===== src/rtl/inst_loader_pkg.sv =====
// Shared definitions for the byte-stream instruction loader.
//   - state_t        : loader FSM states
//   - BYTE_W         : stream byte width
//   - HDR_FULL_DEPTH : header value that means "fill the whole address space"
//   - rsvd_mask()    : high-byte bits that must be zero for a given INST_W
// Optional feature macro: INST_LOADER_CHECKSUM_EN (used by inst_loader.sv).
package inst_loader_pkg;

  localparam int BYTE_W = 8;

  // A header of zero requests 2^ADDR_W words.
  localparam logic [BYTE_W-1:0] HDR_FULL_DEPTH = '0;

  typedef enum logic [2:0] {
    ST_HDR  = 3'd0,
    ST_LO   = 3'd1,
    ST_HI   = 3'd2,
    ST_CHK  = 3'd3,
    ST_FIN  = 3'd4,
    ST_DONE = 3'd5,
    ST_ERR  = 3'd6
  } state_t;

  // Bits of the high byte above the instruction's top bit are reserved.
  function automatic logic [BYTE_W-1:0] rsvd_mask(input int inst_w);
    logic [BYTE_W-1:0] m;
    m = '0;
    for (int i = 0; i < BYTE_W; i++) begin
      if (i >= inst_w - BYTE_W) m[i] = 1'b1;
    end
    return m;
  endfunction

endpackage


===== src/rtl/inst_loader_word_asm.sv =====
// inst_word_asm: assembles one instruction from a low and a high stream byte.
// Ports:
//   CLK       clock (posedge)
//   start     synchronous active-high reset
//   lo_load   latch byte_in as the low byte
//   hi_load   pack byte_in with the latched low byte into word
//   byte_in   stream byte
//   word      registered instruction word (updated only on a clean high byte)
//   rsvd_err  combinational: byte_in has nonzero reserved bits
module inst_word_asm
  import inst_loader_pkg::*;
#(
  parameter int INST_W = 10
) (
  input  logic              CLK,
  input  logic              start,
  input  logic              lo_load,
  input  logic              hi_load,
  input  logic [BYTE_W-1:0] byte_in,
  output logic [INST_W-1:0] word,
  output logic              rsvd_err
);

  localparam logic [BYTE_W-1:0] RSVD_MASK = rsvd_mask(INST_W);

  logic [BYTE_W-1:0] lo_reg;
  logic [INST_W-1:0] word_reg;
  logic [BYTE_W-1:0] rsvd_bits;

  for (genvar gi = 0; gi < BYTE_W; gi++) begin : g_rsvd
    assign rsvd_bits[gi] = byte_in[gi] & RSVD_MASK[gi];
  end

  assign rsvd_err = |rsvd_bits;

  always_ff @(posedge CLK) begin
    if (start) begin
      lo_reg   <= '0;
      word_reg <= '0;
    end else begin
      if (lo_load) lo_reg <= byte_in;
      // A rejected high byte must not disturb the last good word on wr_data.
      if (hi_load && !rsvd_err) word_reg <= {byte_in[INST_W-BYTE_W-1:0], lo_reg};
    end
  end

  assign word = word_reg;

endmodule


===== src/rtl/inst_loader.sv =====
// inst_loader: byte-stream program loader writing sequential instructions
// into instruction RAM and holding the CPU until the image is complete.
// Stream: header N (word count, 0 = 2^ADDR_W), then per word LO, HI bytes,
// then (with INST_LOADER_CHECKSUM_EN) one XOR checksum byte.
// Ports:
//   CLK           clock (posedge)
//   start         synchronous active-high reset
//   in_valid      stream byte valid
//   in_data       stream byte
//   in_ready      loader accepts a byte this cycle
//   wr_en         RAM write strobe (one cycle per word)
//   wr_addr       RAM write address
//   wr_data       RAM write data
//   cpu_hold      high until the image is loaded
//   done          image loaded (sticky)
//   error         framing/format error (sticky)
//   words_loaded  number of words written
// Optional feature macro: INST_LOADER_CHECKSUM_EN.
module inst_loader
  import inst_loader_pkg::*;
#(
  parameter int INST_W    = 10,
  parameter int ADDR_W    = 8,
  parameter int BASE_ADDR = 0
) (
  input  logic              CLK,
  input  logic              start,
  input  logic              in_valid,
  input  logic [BYTE_W-1:0] in_data,
  output logic              in_ready,
  output logic              wr_en,
  output logic [ADDR_W-1:0] wr_addr,
  output logic [INST_W-1:0] wr_data,
  output logic              cpu_hold,
  output logic              done,
  output logic              error,
  output logic [ADDR_W:0]   words_loaded
);

  localparam int CNT_W = ADDR_W + 1;
  localparam logic [ADDR_W-1:0] BASE = ADDR_W'(BASE_ADDR);
  localparam logic [CNT_W-1:0]  FULL_DEPTH = {1'b1, {ADDR_W{1'b0}}};

  state_t            state_reg, state_next;
  logic [ADDR_W-1:0] addr_reg;
  logic [CNT_W-1:0]  remain_reg;
  logic [CNT_W-1:0]  words_reg;
  logic              wr_en_reg;
  logic              xfer;
  logic              rsvd_err;
  logic              hi_ok;
  logic              last_word;
  logic [CNT_W-1:0]  hdr_count;

`ifdef INST_LOADER_CHECKSUM_EN
  logic [BYTE_W-1:0] csum_reg;
  logic              csum_ok;
  assign csum_ok = (in_data == csum_reg);
`endif

  assign xfer      = in_valid && in_ready;
  assign hi_ok     = xfer && (state_reg == ST_HI) && !rsvd_err;
  assign last_word = (remain_reg == CNT_W'(1));
  assign hdr_count = (in_data == HDR_FULL_DEPTH) ? FULL_DEPTH : CNT_W'(in_data);

  inst_word_asm #(.INST_W(INST_W)) u_word_asm (
    .CLK      (CLK),
    .start    (start),
    .lo_load  (xfer && (state_reg == ST_LO)),
    .hi_load  (xfer && (state_reg == ST_HI)),
    .byte_in  (in_data),
    .word     (wr_data),
    .rsvd_err (rsvd_err)
  );

  // State register
  always_ff @(posedge CLK) begin
    if (start) state_reg <= ST_HDR;
    else       state_reg <= state_next;
  end

  // Next-state logic
  always_comb begin
    state_next = state_reg;
    case (state_reg)
      ST_HDR: if (xfer) state_next = ST_LO;
      ST_LO:  if (xfer) state_next = ST_HI;
      ST_HI: begin
        if (xfer) begin
          if (rsvd_err)        state_next = ST_ERR;
          else if (!last_word) state_next = ST_LO;
`ifdef INST_LOADER_CHECKSUM_EN
          else                 state_next = ST_CHK;
`else
          else                 state_next = ST_FIN;
`endif
        end
      end
`ifdef INST_LOADER_CHECKSUM_EN
      ST_CHK: if (xfer) state_next = csum_ok ? ST_FIN : ST_ERR;
`endif
      ST_FIN:  state_next = ST_DONE;
      ST_DONE: state_next = ST_DONE;
      ST_ERR:  state_next = ST_ERR;
      default: state_next = ST_ERR;
    endcase
  end

  // Output logic
  always_comb begin
    in_ready = 1'b0;
    cpu_hold = 1'b1;
    done     = 1'b0;
    error    = 1'b0;
    case (state_reg)
      ST_HDR, ST_LO, ST_HI, ST_CHK: in_ready = !start;
      ST_DONE: begin
        cpu_hold = 1'b0;
        done     = 1'b1;
      end
      ST_ERR:  error = 1'b1;
      default: ;
    endcase
  end

  // Datapath: word counters, address, write strobe.
  always_ff @(posedge CLK) begin
    if (start) begin
      addr_reg   <= BASE;
      remain_reg <= '0;
      words_reg  <= '0;
      wr_en_reg  <= 1'b0;
    end else begin
      wr_en_reg <= hi_ok;
      if (xfer && (state_reg == ST_HDR)) remain_reg <= hdr_count;
      if (hi_ok) begin
        remain_reg <= remain_reg - CNT_W'(1);
        // Counted on the same edge that raises wr_en so both appear together.
        words_reg  <= words_reg + CNT_W'(1);
      end
      // The address advances after the strobe so wr_addr is stable during it.
      if (wr_en_reg) addr_reg <= addr_reg + ADDR_W'(1);
    end
  end

`ifdef INST_LOADER_CHECKSUM_EN
  // Running XOR over header and instruction bytes; the checksum byte itself
  // is only compared, never folded in.
  always_ff @(posedge CLK) begin
    if (start) begin
      csum_reg <= '0;
    end else if (xfer) begin
      case (state_reg)
        ST_HDR:       csum_reg <= in_data;
        ST_LO, ST_HI: csum_reg <= csum_reg ^ in_data;
        default:      ;
      endcase
    end
  end
`endif

  assign wr_en        = wr_en_reg;
  assign wr_addr      = addr_reg;
  assign words_loaded = words_reg;

endmodule


===== config.mk =====
export PLATFORM = sky130hd
export DESIGN_NAME = inst_loader
export DESIGN_NICKNAME = d
export VERILOG_FILES = /design/src/rtl/inst_loader_pkg.sv /design/src/rtl/inst_loader_word_asm.sv /design/src/rtl/inst_loader.sv
export SDC_FILE = /design/constraint.sdc
export NUM_CORES = 1
export LEC_CHECK = 0
export CORE_ASPECT_RATIO = 0.6
export CORE_MARGIN = 5
export CORE_UTILIZATION = 55
export CTS_BUF_LIST = sky130_fd_sc_hd__clkbuf_8 sky130_fd_sc_hd__clkbuf_16
export DETAILED_ROUTE_END_ITERATION = 12
export HOLD_SLACK_MARGIN = 0.03
export PLACE_DENSITY = 0.84
export SLEW_MARGIN = 5
export SYNTH_ARGS = -nofsm -noshare
export SYNTH_HDL_FRONTEND = slang
export SYNTH_SLANG_ARGS = --single-unit

===== constraint.sdc =====
create_clock -name CLK -period 4.3 [get_ports CLK]
set_input_delay 0.645 -clock CLK [delete_from_list [all_inputs] [get_ports CLK]]
set_output_delay 0.645 -clock CLK [all_outputs]
set_load 0.02 [all_outputs]

* Word-level counts from Yosys, hierarchy flattened
Cells that the tools add are included.
** Cells by class
- Bitwise gates (word level) :: 0
- $mul :: 0
- Divide/modulo/power cells :: 0
- $lt $le $gt $ge :: 0
- Add/sub/neg operators :: 3
- Mux-type cells :: 13
- Shift operators :: 0
- Reductions and logical operators :: 14
- Equality and inequality tests :: 10
** Operators with widths (number)
- $mux W9 :: 3
- $mux W3 :: 5
- $pmux W3 S4 :: 1
- $add A9 B1 Y9 const B :: 1
- $eq A3 B3 Y1 const B :: 3
- $eq A9 B1 Y1 const B :: 1
- $sub A9 B1 Y9 const B :: 1
- $add A8 B1 Y8 const B :: 1
- $logic_not A8 Y1 :: 1
- $eq A3 B2 Y1 const B :: 2
- $ne A2 B2 Y1 const B :: 3
- $reduce_or A6 Y1 :: 1
- $logic_and A1 B1 Y1 :: 5
- $mux W1 :: 4
- $reduce_or A4 Y1 :: 1
- $eq A3 B1 Y1 const B :: 1
- $logic_not A3 Y1 :: 1
- $reduce_and A3 Y1 :: 1
- $logic_not A1 Y1 :: 2
- $reduce_bool A2 Y1 :: 1
- $reduce_or A2 Y1 :: 1
** Word-level totals
- Memory bits (writable) :: 0
- Register bits :: 48
- Memories kept :: 0
- ROM bits :: 0
- Bits in latches :: 0
- Word-level logic and storage cells :: 47

* Depth between registers and ports, before layout
Gate-level depths: netlist (run 1).
- Word-level depth :: 7
- Gate-level depth with buffers :: 7

* By module
From an unflattened synthesis (run 1), not the netlist that was laid out.
** Unflattened totals
- Cells, all modules :: 246
- Area total of the unflattened synthesis :: 2284.7 µm²
** By module, submodules not included
- inst_loader :: area each 1525.2 µm², instances 1, seq. area each 600.6 µm², cells an instance 173
- inst_word_asm :: area each 759.5 µm², instances 1, seq. area each 360.3 µm², cells an instance 73

* Worst setup path before layout (run 1)
No wires, ideal clock.
- Kind :: input to register
- Start point :: in start
- End point :: reg remain_reg[5]
- Path buffers :: 1
- Data arrival time :: 1.982 ns
- Required time :: 4.181 ns
- Library setup time :: 0.119 ns
- Setup slack :: 2.199 ns
- Cell stages on the path :: 5
- Cell sequence :: buf_2 or4b_2 nor2_2 a31oi_1 o221a_2
** Between the ends
- Word-level cells in the longest chain between the ends :: 6
- Elaborated cells on any way between the ends :: 8
- Those cells by class :: mux: 2; reduce/logical: 6
** Ends and longest elaborated chain
- start: declaration :: line inst_loader.sv:27 : input logic start,
- $logic_not A1 Y1 :: line inst_loader.sv:116 : ST_HDR, ST_LO, ST_HI, ST_CHK: in_ready = !start;
- $mux W1 :: line inst_loader.sv:115 : case (state_reg)
- $logic_and A1 B1 Y1 :: line inst_loader.sv:61 : assign xfer = in_valid && in_ready;
- $logic_and A1 B1 Y1 (2 in series) :: line inst_loader.sv:62 : assign hi_ok = xfer && (state_reg == ST_HI) && !rsvd_err;
- $mux W9 / $reduce_bool A2 Y1 (equally long branches)
- end signal: assignment :: line inst_loader.sv:135 : if (xfer && (state_reg == ST_HDR)) remain_reg <= hdr_count;
- end signal: assignment :: line inst_loader.sv:137 : remain_reg <= remain_reg - CNT_W'(1);
- end: declaration :: line inst_loader.sv:46 : logic [CNT_W-1:0] remain_reg;
Several ways; a longest one is shown, not always the timed one.
A chain may end at the register's enable or synchronous reset.

* Worst setup path after layout (run 1)
- Start point :: in in_valid
- End point :: reg remain_reg[5]
** Between the ends
- Word-level cells in the longest chain between the ends :: 4
- Elaborated cells on any way between the ends :: 6
- Those cells by class :: mux: 1; reduce/logical: 5
** Ends and longest elaborated chain
- start: declaration :: line inst_loader.sv:28 : input logic in_valid,
- $logic_and A1 B1 Y1 (*) :: line inst_loader.sv:61
- $logic_and A1 B1 Y1 (2 in series) :: line inst_loader.sv:62
- $mux W9 / $reduce_bool A2 Y1 (equally long branches)
Mark *: on every way between the ends. The rest lies on a longest branch, timed or not.

==> impl_metrics.env, run 1 <==
export IMPL_cts_buffer_depth=2
export IMPL_cts_setup_buffers=0
export IMPL_fin_nets=303
export IMPL_syn_area_um2=2170
export IMPL_max_freq_ghz=0.345
export IMPL_area_growth_pct=25.2
export IMPL_drtIter0Drc=172
export IMPL_diodes=0
export IMPL_regArea_um2=961
export IMPL_syn_nets=266
export IMPL_drive_gt1_share_pct=5.54
export IMPL_antenna_found_initial=0
export IMPL_hold_path_class="flop to flop"
export IMPL_die_area_um2=5340
export IMPL_drv_cap=0
export IMPL_fillers=287
export IMPL_grt_overflow_total=0
export IMPL_cts_root_buf="clkbuf_8"
export IMPL_viasPerCell=5.88
export IMPL_stdcell_count=336
export IMPL_slew_viol_final=0
export IMPL_largest_register_ffs=10
export IMPL_drc_errors=0
export IMPL_hold_violations=0
export IMPL_fp_coreArea_um2=3740
export IMPL_ys_seq_area_share_pct=44.3
export IMPL_cp_arrival_ps=3090
export IMPL_clk_pin_slew_ps=90
export IMPL_synthCells=251
export IMPL_synth_top_cell_area_share_pct=44.3
export IMPL_ys_flop_type="dfxtp_1"
export IMPL_hpwl_mm=3.62
export IMPL_hold_slack_ps=463
export IMPL_ant_nets=0
export IMPL_first_pass_iters=4
export IMPL_yosysWarnings=0
export IMPL_synth_top_area_cell="dfxtp_1"
export IMPL_start_util_pct=57.9
export IMPL_worstMarginPinSlew_ps=693
export IMPL_ctsResizeCount=0
export IMPL_cts_buffers_inserted=5
export IMPL_io_buffers=42
export IMPL_cts_tree="built"
export IMPL_rsz0062_at_grt="false"
export IMPL_vias=1977
export IMPL_cts_sinks=48
export IMPL_cp_start_kind="input pin"
export IMPL_ys_seq_elements=48
export IMPL_required_ps=4500
export IMPL_ys_async_sr_fraction_pct=0
export IMPL_multiInputGateArea_um2=1100
export IMPL_irDropWorstVdd_v=0.000214
export IMPL_synth_cell_types=45
export IMPL_core_rowCount=17
export IMPL_die_h_um=58.6
export IMPL_post_route_period_util_pct=67.4
export IMPL_cp_max_fo=30
export IMPL_slew_headroom_pct=53.8
export IMPL_die_w_um=91.1
export IMPL_dp_cells=328
export IMPL_synth_edf_count=0
export IMPL_min_period_ps=2900
export IMPL_h_tree_depth=2
export IMPL_fin_worst_skew_ps=6.39
export IMPL_grt_max_degree=47
export IMPL_wl_per_cell_um=15.3
export IMPL_insertion_delay_ps=300
export IMPL_synthTopCellsByArea="dfxtp_1, a21oi_1, nand2_1"
export IMPL_cts_hold_buffers=0
export IMPL_cp_end_kind="flop"
export IMPL_p_leak_nw=0.996
export IMPL_grt_pass1_wl_mm=8.58
export IMPL_drt_total_wl_mm=5.15
export IMPL_grt_pass1_vias=1760
export IMPL_setup_tns_ps=0
export IMPL_status="finished, final reports clean"
export IMPL_track_usage_pct=19.7
export IMPL_ios=43
export IMPL_place_gp_congestion=0.891
export IMPL_power_density_nw_per_um2=328
export IMPL_syn_avg_cell_area_um2=8.64
export IMPL_setup_viol=0
export IMPL_worstSetupPathType="input pin to flop"
[synth_stat cells, types with 4 or more instances]
cell,instances
a31oi_1,4
o21ai_0,5
nor3_1,9
a32oi_1,4
clkbuf_1,8
mux2i_1,9
or3_1,4
dfxtp_1,48
a21oi_1,27
or4_1,7
nand4_1,5
xor2_1,4
nand2_1,36
nand3_1,6
inv_1,9
nor2_1,19
ha_1,4
o31ai_1,7
[cells by family after synthesis]
logic type / count (synthesis) / synth area share, %
DFF: 48 / 44.3
adders and majority gates: 4 / 2.31
and+or+nand+nor: 102 / 25.0
AOI/OAI and AO/OA: 59 / 17.0
xor gates and xnor gates: 6 / 2.42
muxes: 9 / 4.15
buffers and inverters: 23 / 4.79
[metrics by stage]
step | worst slack [ps] | total power [W] | util, % | area [um^2]
after floorplan | 2200 | 0.000531 | - | 2170
after global placement | 1250 | 0.000562 | 69.3 | 2590
after detailed placement | 1130 | 0.000562 | 69.3 | 2590
after CTS | 1410 | 0.000899 | 72.5 | 2710
after global routing | 1260 | 0.000927 | 72.5 | 2710
final | 1400 | 0.000891 | 72.5 | 2710
[worst paths after layout]
path,startpoint,cells after the start,slack (ps),to
worst max-delay path,in_valid,7,1400,remain_reg[5]$_SDFFE_PP0P_
worst min-delay path,u_word_asm.lo_reg[4]$_SDFFE_PP0P_,2,460,u_word_asm.word[4]$_SDFFE_PP0P_
worst max register to register,state_reg[0]$_SDFFE_PP0P_,6,1890,remain_reg[5]$_SDFFE_PP0P_
worst min register to register,u_word_asm.lo_reg[4]$_SDFFE_PP0P_,2,460,u_word_asm.word[4]$_SDFFE_PP0P_
[cell type report]
cell class,instances,share of cell area [%]
multi-input cells,180,40.7
flip-flops and latches,48,35.4
repair buffers,44,16.0
clock buffers,6,3.04
well taps,47,2.17
clock inverters,2,1.43
inverters,9,1.24
[critical path, cell delays in order]
cell             delay (ps)
clkdlybuf4s50_1         600
nor4b_4                 400
nand4_2                 140
buf_4                   260
inv_1                   540
a31oi_1                 190
o221a_2                 300
[per-layer routing]
metal,part of all wire [%],global-route usage (%)
met1,49,29.3
met2,41,28.9
met3,8.6,4.98
met4,0.62,3.97
met5,0,0
[report_power, final]
group | switching (W) | internal [W] | leakage (nW)
clock | 0.000148 | 0.000190 | 0.0614
combinational | 0.0000487 | 0.0000363 | 0.547
sequential | 0.0000147 | 0.000454 | 0.388
total | 0.000211 | 0.000680 | 0.996
[cell usage in the layout (no fill, tap or decap), drive strengths merged, types with 2 or more instances in the layout]
cell type	netlist	routed
a21oi	27	27
nor4	2	2
nor2	20	20
a31oi	4	4
a32oi	4	4
or3	4	4
dfxtp	48	48
ha	4	4
mux2i	9	9
a211oi	2	2
o21ai	5	5
nor3	9	9
nand3	6	6
o31ai	7	7
inv	9	9
clkdlybuf4s50	0	42
or4	7	7
o211ai	2	2
nand2b	2	2
nand3b	2	2
nand4	6	6
xnor2	2	2
a21o	2	2
nand2	36	36
buf	6	2
clkbuf	8	6
xor2	4	4
Power figures use the tool's default switching activity.
==> inputs of run 2 (changes only) <==
CORE_UTILIZATION = 51   (was 55)
PLACE_DENSITY = 0.79   (was 0.84)
clock period = 2.9 ns   (was 4.3 ns; I/O delays follow)
==> impl_metrics.env, run 2 (synthesized netlist as in run 1, its figures left out) <==
export IMPL_p_int_w=0.00101
export IMPL_hold_path_class="flop to flop"
export IMPL_max_freq_ghz=0.425
export IMPL_h_tree_depth=2
export IMPL_drc_errors=0
export IMPL_cts_setup_buffers=0
export IMPL_die_w_um=94.2
export IMPL_final_common_cell="dfxtp_1"
export IMPL_track_usage_pct=19.7
export IMPL_slew_headroom_pct=55.1
export IMPL_layout_common_cells="dfxtp_1, clkdlybuf4s50_1, nand2_1"
export IMPL_ctsResizeCount=0
export IMPL_diodes=0
export IMPL_place_gp_congestion=0.906
export IMPL_wl_per_cell_um=14.9
export IMPL_regArea_um2=961
export IMPL_drtIter0Drc=162
export IMPL_min_period_ps=2350
export IMPL_drv_cap=0
export IMPL_setup_viol=0
export IMPL_antenna_found_initial=0
export IMPL_cts_buffers_inserted=5
export IMPL_rsz0062_at_grt="false"
export IMPL_cp_start_kind="input pin"
export IMPL_cp_end_kind="flop"
export IMPL_hold_violations=0
export IMPL_seqPwrFrac_pct=52.2
export IMPL_start_util_pct=52.9
export IMPL_design_area_um2=2780
export IMPL_area_growth_pct=28.0
export IMPL_viasPerCell=5.58
export IMPL_switching_share_pct=24.0
export IMPL_combPwrFrac_pct=9.7
export IMPL_ant_nets=0
export IMPL_drt_total_wl_mm=5.31
export IMPL_fin_worst_skew_ps=4.54
export IMPL_cts_root_buf="clkbuf_8"
export IMPL_status="finished, final reports clean"
export IMPL_die_h_um=60.5
export IMPL_cts_sinks=48
export IMPL_path_common_cell="buf_4"
export IMPL_fillers=349
export IMPL_first_pass_iters=4
export IMPL_multiInputGateArea_um2=1100
export IMPL_required_ps=3110
export IMPL_irDropWorstVdd_v=0.000339
export IMPL_grt_pass1_wl_mm=8.67
export IMPL_clk_pin_slew_ps=90
export IMPL_core_rowCount=18
export IMPL_hpwl_mm=3.90
export IMPL_cts_buffer_depth=2
export IMPL_cp_arrival_ps=2560
export IMPL_fp_coreArea_um2=4100
export IMPL_p_switching_w=0.000320
export IMPL_cts_hold_buffers=0
export IMPL_ios=43
export IMPL_post_route_period_util_pct=81.0
export IMPL_worstSetupPathType="input pin to flop"
export IMPL_largest_register_ffs=10
export IMPL_io_buffers=42
export IMPL_worstMarginPinSlew_ps=670
export IMPL_insertion_delay_ps=300
export IMPL_fin_nets=309
export IMPL_p_leak_nw=1.03
export IMPL_crit_slowest_cell="clkdlybuf4s50_1"
export IMPL_drive_gt1_share_pct=7.46
export IMPL_max_stage_delay_ps=430
export IMPL_crit_chain="clkdlybuf4s50_1 > buf_4 > nor4b_4 > nand4_2 > inv_1 > buf_4 > nor3_1 > nor4_1"
export IMPL_power_density_nw_per_um2=480
export IMPL_grt_max_degree=35
export IMPL_cp_max_fo=18
export IMPL_cts_tree="built"
export IMPL_grt_pass1_vias=1745
export IMPL_slew_viol_final=0
export IMPL_vias=1980
export IMPL_grt_overflow_total=0
export IMPL_setup_tns_ps=0
export IMPL_placed_area_um2=2650
export IMPL_die_area_um2=5700
export IMPL_pwr_share_clk_pct=38.1
-- run 2: changes by cell type in the layout (fill, tap and decap cells not counted) --
cell,previous run,this run
buf_4,2,8
-- run 2: power by group through the flow --
stage / sequential (W) / combinational [W] / clock (W)
2_1_floorplan: 0.000700 / 0.0000869 / 0
3_3_place_gp: 0.000710 / 0.000126 / 0
3_5_place_dp: 0.000709 / 0.000128 / 0
4_1_cts: 0.000694 / 0.000129 / 0.000519
5_1_grt: 0.000697 / 0.000141 / 0.000553
6_report: 0.000695 / 0.000129 / 0.000508
-- run 2: area by class of cell --
| cell class | count | area share, % |
|---|---|---|
| clock buffer | 6 | 2.98 |
| tap | 60 | 2.71 |
| multi-input combinational | 180 | 39.8 |
| inverter | 9 | 1.22 |
| timing repair buffer | 50 | 17.3 |
| clock inverter | 2 | 1.40 |
| sequential | 48 | 34.6 |
-- run 2: layer usage --
| layer | vias up | GRT usage (%) | part of all wire [%] |
|---|---|---|---|
| met3 | 2 | 6.44 | 6.5 |
| met1 | 927 | 28.5 | 51 |
| met5 | - | 0 | 0 |
| li1 | 991 | - | - |
| met2 | 60 | 28.0 | 42 |
| met4 | 0 | 5.56 | 0.57 |
-- run 2: per-stage QoR --
| step | total power, W | hold WS, ps | instances | utilization, % | setup slack [ps] |
|---|---|---|---|---|---|
| global placement | 0.000836 | 445 | 347 | 64.7 | 338 |
| detailed placement | 0.000837 | 449 | 347 | 64.7 | 263 |
| floorplan | 0.000787 | 432 | 251 | - | 1010 |
| CTS | 0.00134 | 461 | 355 | 67.7 | 558 |
| finish | 0.00133 | 457 | 355 | 67.7 | 550 |
| global route | 0.00139 | 482 | 355 | 67.7 | 403 |
-- run 2: final timing paths --
| path | startpoint | end | slack (ps) | depth (start not counted) |
|---|---|---|---|---|
| max reg2reg | state_reg[2]$_SDFFE_PP0P_ | remain_reg[2]$_SDFFE_PP0P_ | 830 | 6 |
| min reg2reg | u_word_asm.word[1]$_SDFFE_PP0P_ | u_word_asm.word[1]$_SDFFE_PP0P_ | 460 | 2 |
| min | u_word_asm.word[1]$_SDFFE_PP0P_ | u_word_asm.word[1]$_SDFFE_PP0P_ | 460 | 2 |
| max | start | remain_reg[2]$_SDFFE_PP0P_ | 550 | 8 |
-- run 2: critical path: cells and delay by family --
kind	cells	cell delay (ps)
buffers and inverters	4	1130
AND/OR/NAND/NOR	4	980
==> inputs of run 3 (changes only) <==
clock period = 2.2 ns   (was 2.9 ns; I/O delays follow)
==> impl_metrics.env, run 3 (synthesized netlist as in run 1, its figures left out) <==
export IMPL_die_h_um=60.5
export IMPL_setup_viol=0
export IMPL_diodes=0
export IMPL_track_usage_pct=19.6
export IMPL_drt_total_wl_mm=5.44
export IMPL_post_route_period_util_pct=91.2
export IMPL_p_leak_nw=1.10
export IMPL_cp_end_kind="output pin"
export IMPL_slew_viol_final=0
export IMPL_die_w_um=94.2
export IMPL_fillers=345
export IMPL_cts_setup_buffers=0
export IMPL_wl_per_cell_um=14.7
export IMPL_ios=43
export IMPL_drc_errors=0
export IMPL_grt_overflow_total=0
export IMPL_placed_area_um2=2790
export IMPL_cts_buffer_depth=2
export IMPL_cts_tree="built"
export IMPL_first_pass_iters=4
export IMPL_fin_nets=325
export IMPL_vias=2035
export IMPL_multiInputGateArea_um2=1100
export IMPL_fp_coreArea_um2=4100
export IMPL_met1_usage_pct=28.7
export IMPL_required_ps=1870
export IMPL_fin_worst_skew_ps=7.23
export IMPL_power_density_nw_per_um2=603
export IMPL_ant_nets=0
export IMPL_cp_max_fo=8
export IMPL_drive_gt1_share_pct=12.5
export IMPL_cp_start_kind="flop"
export IMPL_h_tree_depth=2
export IMPL_cts_buffers_inserted=5
export IMPL_viasPerCell=5.49
export IMPL_hpwl_mm=3.87
export IMPL_design_area_um2=2900
export IMPL_layout_common_cells="dfxtp_1, clkdlybuf4s50_1, nand2_1"
export IMPL_min_period_ps=2010
export IMPL_met2_usage_pct=27.5
export IMPL_hold_path_class="flop to flop"
export IMPL_antenna_found_initial=0
export IMPL_max_freq_ghz=0.498
export IMPL_grt_max_degree=33
export IMPL_cts_root_buf="clkbuf_8"
export IMPL_irDropWorstVdd_v=0.000551
export IMPL_regArea_um2=962
export IMPL_grt_pass1_wl_mm=8.63
export IMPL_hold_slack_ps=457
export IMPL_cp_arrival_ps=1680
export IMPL_met3_usage_pct=6.69
export IMPL_final_common_cell="dfxtp_1"
export IMPL_worstSetupPathType="flop to output pin"
export IMPL_area_growth_pct=33.7
export IMPL_max_stage_delay_ps=590
export IMPL_start_util_pct=52.9
export IMPL_busiest_layer="met1"
export IMPL_drv_cap=0
export IMPL_rsz0062_at_grt="false"
export IMPL_crit_chain="nor2b_1 > nand2_1 > inv_1 > clkdlybuf4s50_1"
export IMPL_crit_slowest_cell="clkdlybuf4s50_1"
export IMPL_core_rowCount=18
export IMPL_die_area_um2=5700
export IMPL_place_gp_congestion=0.952
export IMPL_hold_violations=0
export IMPL_largest_register_ffs=10
export IMPL_io_buffers=42
export IMPL_cts_sinks=48
export IMPL_grt_pass1_vias=1784
export IMPL_status="finished, final reports clean"
export IMPL_drtIter0Drc=203
export IMPL_worstMarginPinSlew_ps=382
export IMPL_clk_pin_slew_ps=90
export IMPL_total_power_w=0.00175
export IMPL_insertion_delay_ps=300
export IMPL_slew_headroom_pct=74.3
-- run 3: where the power goes --
| part | internal [W] | switching (W) | total, W |
|---|---|---|---|
| combinational | 0.0000905 | 0.000107 | 0.000197 |
| sequential | 0.000888 | 0.0000255 | 0.000913 |
| clock | 0.000337 | 0.000302 | 0.000638 |
| total | 0.00131 | 0.000434 | 0.00175 |
-- run 3: worst paths after layout --
kind / endpoint / start / depth (start not counted) / slack, ps
setup / recovery: done / state_reg[0]$_SDFFE_PP0P_ / 4 / 190
hold / removal: u_word_asm.word[0]$_SDFFE_PP0P_ / u_word_asm.word[0]$_SDFFE_PP0P_ / 2 / 460
setup reg to reg: remain_reg[6]$_SDFFE_PP0P_ / state_reg[2]$_SDFFE_PP0P_ / 5 / 350
hold reg to reg: u_word_asm.word[0]$_SDFFE_PP0P_ / u_word_asm.word[0]$_SDFFE_PP0P_ / 2 / 460
-- run 3: worst max-delay path: cells and delay by family, from the launching register on --
kind,cells,cell delay [ps]
buf+inv,2,660
flops,1,430
simple gates,2,300
-- run 3: final cells by class --
class	count	area share [%]
Sequential cell	48	33.2
Clock buffer	5	2.37
Tap cell	60	2.59
Inverter	9	1.17
Timing Repair Buffer	66	21.1
Clock inverter	3	1.47
Multi-Input combinational cell	180	38.1
-- run 3: routing by layer --
metal | vias up | wire [um] | part of all wire (%)
met2 | 79 | 2270 | 42
met1 | 926 | 2710 | 50
met3 | 12 | 401 | 7.4
li1 | 1018 | - | -
met5 | - | 0 | 0
met4 | 0 | 61 | 1.1
-- run 3: what timing repair did --
| action | in CTS | in global routing |
|---|---|---|
| hold buffers | 0 | 0 |
| endpoints found under the setup margin | 0 | 1 |
| gates resized for setup | 0 | 1 |
| hold endpoints to repair | 0 | 0 |
-- run 3: through the flow --
stage	cells	utilization, %	worst slack [ps]	TNS (ps)
3_5_place_dp	363	68.0	-25.9	-54.3
2_1_floorplan	251	-	414	0
3_3_place_gp	363	68.0	34.5	0
6_report	371	70.7	193	0
5_1_grt	371	70.7	103	0
4_1_cts	371	70.7	108	0
==> variant 1 (config.mk and constraints of run 1) <==
`INST_W` is set to 10 in 2 places; all go to 11.
--- a/src/rtl/inst_loader_word_asm.sv
+++ b/src/rtl/inst_loader_word_asm.sv
@@ -11,5 +11,5 @@
   import inst_loader_pkg::*;
 #(
-  parameter int INST_W = 10
+  parameter int INST_W = 11
 ) (
   input  logic              CLK,
--- a/src/rtl/inst_loader.sv
+++ b/src/rtl/inst_loader.sv
@@ -20,5 +20,5 @@
   import inst_loader_pkg::*;
 #(
-  parameter int INST_W    = 10,
+  parameter int INST_W    = 11,
   parameter int ADDR_W    = 8,
   parameter int BASE_ADDR = 0
Ports: changed (resized wr_data); port bits go from 43 to 44. The function was not compared with the original's and may differ.
==> variant 1 against run 1 <==
- area after synthesis is 4.6% higher
- sequential share of layout area fell by 0.27 points
- critical endpoint is now remain_reg[0]$_SDFFE_PP0P_
- total power shrank 3.1%
- sequential cell count rose by 1
- routed wire length rose by 5.2%
- cell area grew 2.9%
- clock skew shrank 1.8 ps
- combinational power shrank 12%
- worst setup slack gained 230 ps
==> variant 1: results (changes against run 1) <==
Placement
  – Dpl ws: 1357 ps (was 1128 ps)
  – Routability cong.: 0.8614 (was 0.8911)
  – IO buf count: 43 (was 42)
  – HPWL Detailed: 3786 um (was 3620 um)

Global route
  – Largest net degree at the start of global routing: 57 (was 47)
  – GRT Overall Usage: 0.2018 (was 0.1971)
  – First-pass GRT wire length: 8873 um (was 8583 um)

Routing
  – Wl on met1: 2526 um (was 2545 um)
  – Met3 wire length: 482 um (was 441 um)
  – 1st-iter DRT viols: 191 (was 172)
  – DRT Wirelength: 5415 um (was 5147 um)

Yosys
  – Sequential share of the synthesized area: 0.4324 (was 0.4432)
  – Syn Nets: 287 (was 266)
  – Netlist cell types: 47 (was 45)
  – Mux contribution to synthesized area: 0.04964 (was 0.04155)
  – Most frequent cells after synthesis: 49 x dfxtp_1, 38 x nand2_1, 27 x nor2_1 (was 48 x dfxtp_1, 36 x nand2_1, 27 x a21oi_1)
  – Top cells by area, synth: dfxtp_1 43%, nand2_1 6.3%, a21oi_1 5.3% (was dfxtp_1 44%, a21oi_1 6.2%, nand2_1 6.2%)
  – Synth Area in Adders: 0.02206 (was 0.02308)
  – Synth Area in Compound Gates: 0.1429 (was 0.1696)

Timing
  – WHS: 454.2 ps (was 463.1 ps)
  – Relative slew slack: 0.3438 (was 0.5378)

Power
  – Combinational Power Share: 0.087 (was 0.095)
  – Internal power: 0.6609 mW (was 0.6802 mW)
  – Worst vdd ir: 0.1764 mV (was 0.2139 mV)

Worst setup path
  – Reg2reg setup slack: 2040 ps (was 1890 ps)
  – Worst R2R Path Depth: 4 (was 6)
  – Worst setup endpoint: remain_reg[0]$_SDFFE_PP0P_ (was remain_reg[5]$_SDFFE_PP0P_)
  – Arr. time, crit path: 2810 ps (was 3090 ps)

Cells and area
  – Largest register FFs: 11 (was 10)
  – Nets@finish: 322 (was 303)

Outcome
  – Status: finished clean (unchanged)
-- variant 1: worst register-to-register path, cell delays in order, from the launching register on --
cell	delay, ps
dfxtp_1	430
nor4b_2	690
nand4_1	600
nand3_1	290
a21oi_1	90
-- variant 1: layout make-up --
class                   count  area share
clock buffers               5     0.02465
clock inverters             2     0.01255
inverters                  11     0.01479
multi-input cells         196      0.4191
flip-flops and latches     49      0.3514
well taps                  50     0.02241
repair buffers             44      0.1551
-- variant 1: metrics by stage --
stage	utilization	instance area (um^2)	std cells	total power [mW]
after floorplan	-	2268	272	0.5340
after global placement	0.6630	2688	350	0.5572
after detailed placement	0.6630	2688	350	0.5589
after CTS	0.6886	2791	357	0.8672
after global routing	0.6886	2791	357	0.8981
final	0.6886	2791	357	0.8639
-- variant 1: routing by layer --
metal | GRT usage | up-vias
met5 | 0 | -
met3 | 0.05535 | 4
met2 | 0.3019 | 81
met1 | 0.2890 | 988
met4 | 0.05010 | 0
li1 | - | 1034
==> variant 2 (settings of run 1) <==
Without the edit above. Re-encode `state_t` (7 states) as Gray code, 3 bits wide.
--- a/src/rtl/inst_loader_pkg.sv
+++ b/src/rtl/inst_loader_pkg.sv
@@ -13,11 +13,11 @@
 
   typedef enum logic [2:0] {
-    ST_HDR  = 3'd0,
-    ST_LO   = 3'd1,
-    ST_HI   = 3'd2,
-    ST_CHK  = 3'd3,
-    ST_FIN  = 3'd4,
-    ST_DONE = 3'd5,
-    ST_ERR  = 3'd6
+    ST_HDR  = 3'b000,
+    ST_LO   = 3'b001,
+    ST_HI   = 3'b011,
+    ST_CHK  = 3'b010,
+    ST_FIN  = 3'b110,
+    ST_DONE = 3'b111,
+    ST_ERR  = 3'b101
   } state_t;
 
Function: same outputs for any inputs over 10 cycles, from zero or initial values; not proved beyond that.
==> variant 2 against run 1 <==
- utilization shrank 0.70 points
- critical path depth down 3
- area after synthesis is 0.81% higher
- total power shrank 9.9%
- sequential share of layout area up 0.35 points
- routed wire length rose by 9.9%
- sequential cell count stayed put
- worst setup slack improved by 28 ps
- non-clock buffer count decreased by 1
- cell area down 0.97%
- combinational power down 0.9%
- count of clock-buffer cells in the layout shrank 1
- critical path type is now in -> out
==> variant 2: results (changes against run 1) <==
Outcome
  – Status: finished clean (unchanged)

Yosys
  – Sequential share of the synthesized area: 0.4396 (was 0.4432)
  – Top cells by area, synth: dfxtp_1 44%, nand2_1 5.2%, a21oi_1 4.8% (was dfxtp_1 44%, a21oi_1 6.2%, nand2_1 6.2%)
  – Syn Nets: 265 (was 266)
  – Most frequent cells after synthesis: 48 x dfxtp_1, 30 x nand2_1, 24 x nor2_1 (was 48 x dfxtp_1, 36 x nand2_1, 27 x a21oi_1)
  – Synth Area per Inst: 8.743 um^2 (was 8.639 um^2)
  – Xor/xnor share of the synthesized area: 0.03205 (was 0.02424)
  – Mux contribution to synthesized area: 0.04121 (was 0.04155)
  – Synth Area in Compound Gates: 0.1465 (was 0.1696)
  – Synth Area in Adders: 0.02290 (was 0.02308)

Power
  – Leak: 0.9531 nW (was 0.9965 nW)
  – Comb group: 0.0842 mW (was 0.0850 mW)
  – Worst vdd ir: 0.2074 mV (was 0.2139 mV)
  – Clock net power: 0.250 mW (was 0.338 mW)

Placement
  – Routability cong.: 0.9276 (was 0.8911)
  – Dpl ws: 1326 ps (was 1128 ps)
  – HPWL Detailed: 4207 um (was 3620 um)
  – Cell Area, Placed: 2610 um^2 (was 2592 um^2)

Timing
  – WHS: 459.3 ps (was 463.1 ps)
  – Final Cycle Share: 0.6672 (was 0.6737)
  – Relative slew slack: 0.5884 (was 0.5378)
  – Layout Skew: 5.288 ps (was 6.391 ps)

Worst hold path
  – Worst hold stages: 2 (unchanged)
  – Min-delay src: u_word_asm.lo_reg[4]$_SDFFE_PP0P_ (unchanged)

Global route
  – GRT Overall Usage: 0.2178 (was 0.1971)
  – Largest net degree at the start of global routing: 45 (was 47)
  – First-pass GRT wire length: 9328 um (was 8583 um)
  – Vias in the first global route: 1874 (was 1760)

Clocking
  – Total CTS buffers: 5 (unchanged)
  – CTS clock-pin slew for the worst setup and hold paths: 80 ps
  – # Post-CTS Setup Buffers: 0 (unchanged)

Worst setup path
  – Worst R2R Path Depth: 5 (was 6)
  – Worst r2r src: state_reg[1]$_SDFFE_PP0P_ (was state_reg[0]$_SDFFE_PP0P_)
  – Reg2reg setup slack: 1960 ps (was 1890 ps)
  – Worst R2R End: remain_reg[8]$_SDFFE_PP0P_ (was remain_reg[5]$_SDFFE_PP0P_)
  – Arr. time, crit path: 2220 ps (was 3090 ps)

Routing
  – 1st-iter DRT viols: 121 (was 172)
  – Vias: 2049 (was 1977)
  – WL/cell: 16.93 um (was 15.32 um)

Cells and area
  – Proportion of layout cells with a drive suffix above 1: 0.04530 (was 0.05536)
  – Non-filler instance count after layout: 334 (was 336)
  – Nets@finish: 302 (was 303)
-- variant 2: cell count changes in the layout (fill, tap and decap cells not counted), moves of 3 or more --
cell      change
a21oi_1       -6
nand2_1       -6
nor2_1        +5
nor3_1        -5
a32oi_1       -4
o21ai_0       +4
o31ai_1       -4
a221oi_1      +3
nand4_1       +3
nor4_1        +3
o221ai_1      +3
-- variant 2: area by class of cell --
cell class | count | area (um^2)
multi-input combinational | 179 | 1125
fill | 295 | 1056
sequential | 48 | 960.9
timing repair buffer | 43 | 427.9
clock buffer | 5 | 68.82
tap | 47 | 58.81
inverter | 10 | 37.54
clock inverter | 2 | 8.758
-- variant 2: worst max-delay path by stage --
stage | end | slack [ps] | depth (start not counted) | startpoint
2_1_floorplan | in_ready | 2140 | 4 | start
3_3_place_gp | remain_reg[8]$_SDFFE_PP0P_ | 1400 | 6 | in_valid
3_5_place_dp | remain_reg[8]$_SDFFE_PP0P_ | 1330 | 6 | in_valid
4_1_cts | in_ready | 1420 | 4 | start
5_1_grt | in_ready | 1370 | 4 | start
6_report | in_ready | 1430 | 4 | start
-- variant 2: critical path, cell delays in order --
cell and delay, ps:
clkdlybuf4s50_1 530, buf_4 420, nor2_1 80, clkdlybuf4s50_1 550
-- variant 2: routing by layer --
layer	vias up	share of wire	global-route usage
li1	983	-	-
met1	955	0.47	0.3224
met2	108	0.40	0.2936
met3	3	0.13	0.06130
met4	0	0.0018	0.08787
met5	-	0	0
-- variant 2: kinds of logic after synthesis --
logic type / Yosys count
AND/OR/NAND/NOR: 108
AO/OA/AOI/OAI: 50
XOR/XNOR: 8
buffers and inverters: 23
multiplexers: 9
flip-flops: 48
adder cells (fa/ha/maj): 4
